File: src/rtl/clahe_coord_counter.sv
// clahe_coord_counter: tracks pixel column/row of an HREF/VSYNC stream and maps each pixel to its tile in the CLAHE grid
module clahe_coord_counter #(
  parameter int WIDTH      = 1280,
  parameter int HEIGHT     = 720,
  parameter int TILE_H_NUM = 8,
  parameter int TILE_V_NUM = 8
) (
  input  logic        pclk,
  input  logic        rst,
  input  logic        in_href,
  input  logic        in_vsync,
  output logic [10:0] x_cnt,
  output logic [9:0]  y_cnt,
  output logic [2:0]  tile_x,
  output logic [2:0]  tile_y,
  output logic [5:0]  tile_idx,
  output logic [7:0]  local_x,
  output logic [6:0]  local_y
);
  localparam int TW = WIDTH / TILE_H_NUM;
  localparam int TH = HEIGHT / TILE_V_NUM;
  logic        href_d, vsync_d;
  logic [10:0] base_x;
  logic [9:0]  base_y;
  always_ff @(posedge pclk or posedge rst) begin
    if (rst) begin
      x_cnt   <= '0;
      y_cnt   <= '0;
      href_d  <= 1'b0;
      vsync_d <= 1'b0;
    end else begin
      href_d  <= in_href;
      vsync_d <= in_vsync;
      x_cnt   <= (!in_href || x_cnt == 11'(WIDTH - 1)) ? '0 : x_cnt + 11'd1;
      y_cnt   <= (in_vsync && !vsync_d) ? '0 :
                 (!in_href && href_d) ? ((y_cnt == 10'(HEIGHT - 1)) ? '0 : y_cnt + 10'd1) :
                 y_cnt;
    end
  end
  // comparator chain against tile boundaries; the last boundary passed sets tile and base
  always_comb begin
    tile_x = '0;
    base_x = '0;
    tile_y = '0;
    base_y = '0;
    for (int i = 1; i < TILE_H_NUM; i++)
      if (x_cnt >= 11'(i * TW)) begin
        tile_x = 3'(i);
        base_x = 11'(i * TW);
      end
    for (int i = 1; i < TILE_V_NUM; i++)
      if (y_cnt >= 10'(i * TH)) begin
        tile_y = 3'(i);
        base_y = 10'(i * TH);
      end
  end
  assign tile_idx = {tile_y, tile_x};
  assign local_x  = 8'(x_cnt - base_x);
  assign local_y  = 7'(y_cnt - base_y);
endmodule

File: config.mk
export PLATFORM = sky130hd
export DESIGN_NAME = clahe_coord_counter
export DESIGN_NICKNAME = d
export VERILOG_FILES = /design/src/rtl/clahe_coord_counter.sv
export SDC_FILE = /design/constraint.sdc
export NUM_CORES = 1
export LEC_CHECK = 0
export CAP_MARGIN = 10
export CORE_UTILIZATION = 42
export CTS_CLUSTER_SIZE = 10
export DETAILED_ROUTE_END_ITERATION = 6
export PLACE_DENSITY_LB_ADDON = 0.3
export SETUP_SLACK_MARGIN = 0.15
export SYNTH_ARGS = -nofsm -noshare
export SYNTH_HDL_FRONTEND = slang
export SYNTH_SLANG_ARGS = --single-unit
File: constraint.sdc
create_clock -name pclk -period 7.25 [get_ports pclk]
set_input_delay 1.45 -clock pclk [delete_from_list [all_inputs] [get_ports pclk]]
set_output_delay 1.45 -clock pclk [all_outputs]
set_load 0.01 [all_outputs]
==> flow_summary_export.csv <==
group,metric,value,unit
clock_network,cts_buffers,3,
placement,dp_cells,315,
timing,worst_slew_pin_slew,0.871,ns
yosys,ys_seq_area_frac,0.292,
timing,rsz0062_at_grt,"false",
global_route,overflow,0,
yosys,ys.warnings.count,0,
outcome,violations,"DRC",
timing,fin_crit_sh,0.702,
setup_path,path_delay_family,"compound AO/OA/AOI/OAI gates",
power_and_ir_drop,powerDensity,107,nW/um^2
global_route,grt_max_degree,24,
floorplanning,ios,52,
outcome,status,"finished, violations left",
layout,drive_above_1_share,0.0375,
layout,final_cells,319,
hold_path,hold_path_class,"reg -> reg",
floorplanning,rows,24,
floorplanning,fp.dieH,70.6,um
setup_path,crit_arrival,3.64,ns
yosys,ys_ff_latch,23,
clock_network,clk_path_buf_depth,2,
timing,layout_min_cycle_time,5.09,ns
setup_path,start_kind,"flip-flop",
clock_network,cts.sinks,23,
routing,ant_nets,0,
routing,drc,7,
clock_network,cts_hold_buf,0,
yosys,synth-edff-count,0,
clock_network,tritoncts,"yes",
routing,first_pass_iters,6,
setup_path,path_cells,"or4_1 -> o21a_1 -> nor2_1 -> nand2_1 -> o211ai_1 -> ha_1 -> o21a_1 -> o21a_1 -> o311ai_0 -> xnor2_1 -> clkdlybuf4s50_1",
yosys,synth_commonest_cells,"nor2_1 (30), dfrtp_1 (23), inv_1 (18), xnor2_1 (18), nand2_1 (14)",
setup_path,crit_buf_inv,1,
setup_path,critPathCaptureType,"output pin",
layout,fillers,431,
setup_path,crit_top_cell,"o21a_1",
floorplanning,start_util,0.444,
yosys,syn_inst,234,
setup_path,slowest_stage,"or4_1",
clock_network,h-tree-depth,1,
clock_network,cts_setup_buffers,0,
timing,max_freq,0.196,GHz
yosys,synth_top_area_cell,"dfrtp_1",
routing,first_iter_violations,148,
setup_path,crit_required,5.80,ns
timing,setup_viol_count_final,0,
layout,finalNetCount,285,
timing,finalHoldViolCount,0,
routing,viasPerCell,5.24,
setup_path,ff2ff_path_depth,6,
routing,drt-total-wl,4280,um
yosys,synth.cell_area,1970,sq um
setup_path,slowest_delay,0.60,ns
timing,skew,0.00179,ns
yosys,synthFlopType,"dfrtp_1",
clock_network,cts-root-buf,"clkbuf_8",
timing,drv_slew,0,
yosys,synth_cell_type_count,50,
timing,setup_tns,0,ns
global_route,grt_pass1_wl,7290,um
yosys,synthTopCellsByArea,"dfrtp_1 (29%), xnor2_1 (8.0%), ha_1 (7.0%)",
setup_path,path_class,"reg -> out",
clock_network,ctsResizeCount,0,
placement,place_congestion,0.940,
placement,place.detailed.hpwl,3250,um
yosys,syn_nets,251,
routing,post_drt_wl_per_cell,13.4,um
global_route,antenna_found_initial,0,
floorplanning,dieWidth,70.6,um
placement,port_buffers,51,
yosys,netlist.area_leader.share,0.292,
clock_network,path_clk_slew,0.08,ns
setup_path,cp.depth,11,
yosys,async_reset_ff_frac,1.00,
timing,slew_headroom,0.419,
flow_run,maxCapViolCount,0,
clock_network,clock_latency,0.26,ns
layout,area_growth,23.8,%
power_and_ir_drop,power.leakage,1.03,nW
routing,vias,1671,
setup_path,crit_fanout,14,
global_route,grt_pass1_vias,1509,
power_and_ir_drop,ir_drop,99.9,uV
yosys,avgSynthCellArea,8.44,sq um
floorplanning,die_area,4980,sq um
floorplanning,core_region_area,4440,sq um
yosys,synth.most_common_cell,"nor2_1",
global_route,grt_use_total,0.178,
hold_path,hold_depth,2,
layout,n_antenna_cell,0,
==> per-stage QoR <==
stage	util	power [mW]	instance area, sq um	worst slack (ns)	hold slack, ns
2_1_floorplan	-	0.165	1970	3.02	0.493
3_3_place_gp	0.540	0.184	2400	2.46	0.527
3_5_place_dp	0.540	0.185	2400	2.43	0.529
4_1_cts	0.550	0.265	2440	2.14	0.551
5_1_grt	0.550	0.275	2440	1.98	0.589
6_report	0.550	0.262	2440	2.16	0.546
==> cells by family after synthesis <==
logic type               share of synthesized area
adder cells (fa/ha/maj)                     0.0900
AND/OR/NAND/NOR                              0.224
multiplexers                               0.00507
flip-flops                                   0.292
AO/OA/AOI/OAI                                0.181
XOR/XNOR                                    0.0976
buffers and inverters                        0.111
==> metal layers <==
metal | track usage | up-vias | wire length, um
li1 | - | 858 | -
met1 | 0.270 | 757 | 2110
met2 | 0.271 | 54 | 1900
met3 | 0.0285 | 2 | 257
met4 | 0.0333 | 0 | 17
met5 | 0 | - | 0
==> worst paths after layout <==
path                       slack [ns]            startpoint                    to
max                              2.16  y_cnt[5]$_DFFE_PP0P_            local_y[6]
min                              0.55     vsync_d$_DFF_PP0_  y_cnt[2]$_DFFE_PP0P_
max reg2reg                      5.20    x_cnt[0]$_DFF_PP0_    x_cnt[5]$_DFF_PP0_
min reg2reg                      0.55     vsync_d$_DFF_PP0_  y_cnt[2]$_DFFE_PP0P_
max in group asynchronous        5.05                   rst    x_cnt[8]$_DFF_PP0_
min in group asynchronous        1.66                   rst  y_cnt[7]$_DFFE_PP0P_
==> report_power, final <==
| part | internal, mW | switching [mW] | leakage, nW |
|---|---|---|---|
| clock | 0.0383 | 0.0419 | 0.0255 |
| combinational | 0.0219 | 0.0210 | 0.693 |
| sequential | 0.132 | 0.00683 | 0.312 |
| total | 0.192 | 0.0697 | 1.03 |
==> registers in the layout (all words and copies together), names as in the netlist <==
signal and flops:
y_cnt 10, href_d 1, x_cnt 11, vsync_d 1
==> worst min-delay path, cell delays in order, from the launching register on <==
cell	delay [ns]
dfrtp_1	0.34
nor2b_1	0.07
nor2_1	0.10
==> cell usage in the layout, fill, tap and decap left out, drive strengths merged, types with 2 or more instances in the layout <==
cell type and n:
nand4 2, nand2 14, dfrtp 23, a211oi 2
o21a 3, nor2 30, o211ai 3, inv 18
o311ai 2, nor3 4, o41ai 2, clkbuf 3
nor4 3, ha 11, nand3 9, xnor2 18
o22ai 2, o21ai 8, clkdlybuf4s50 51, and3 5
and2 3, a31oi 3, o31ai 3, nor2b 5
a2111oi 2, fa 2, or4 2, nand2b 8
a21oi 9, xor2 4
==> final cells by class <==
type	count	area, sq um	area share
Multi-Input combinational cell	171	1180	0.483
Sequential cell	23	576	0.235
Timing Repair Buffer	51	510	0.209
Inverter	18	67.6	0.0276
Tap cell	52	65.1	0.0266
Clock buffer	3	41.3	0.0169
Clock inverter	1	5.00	0.00205
Note: power is estimated with default switching activity, not from simulation.
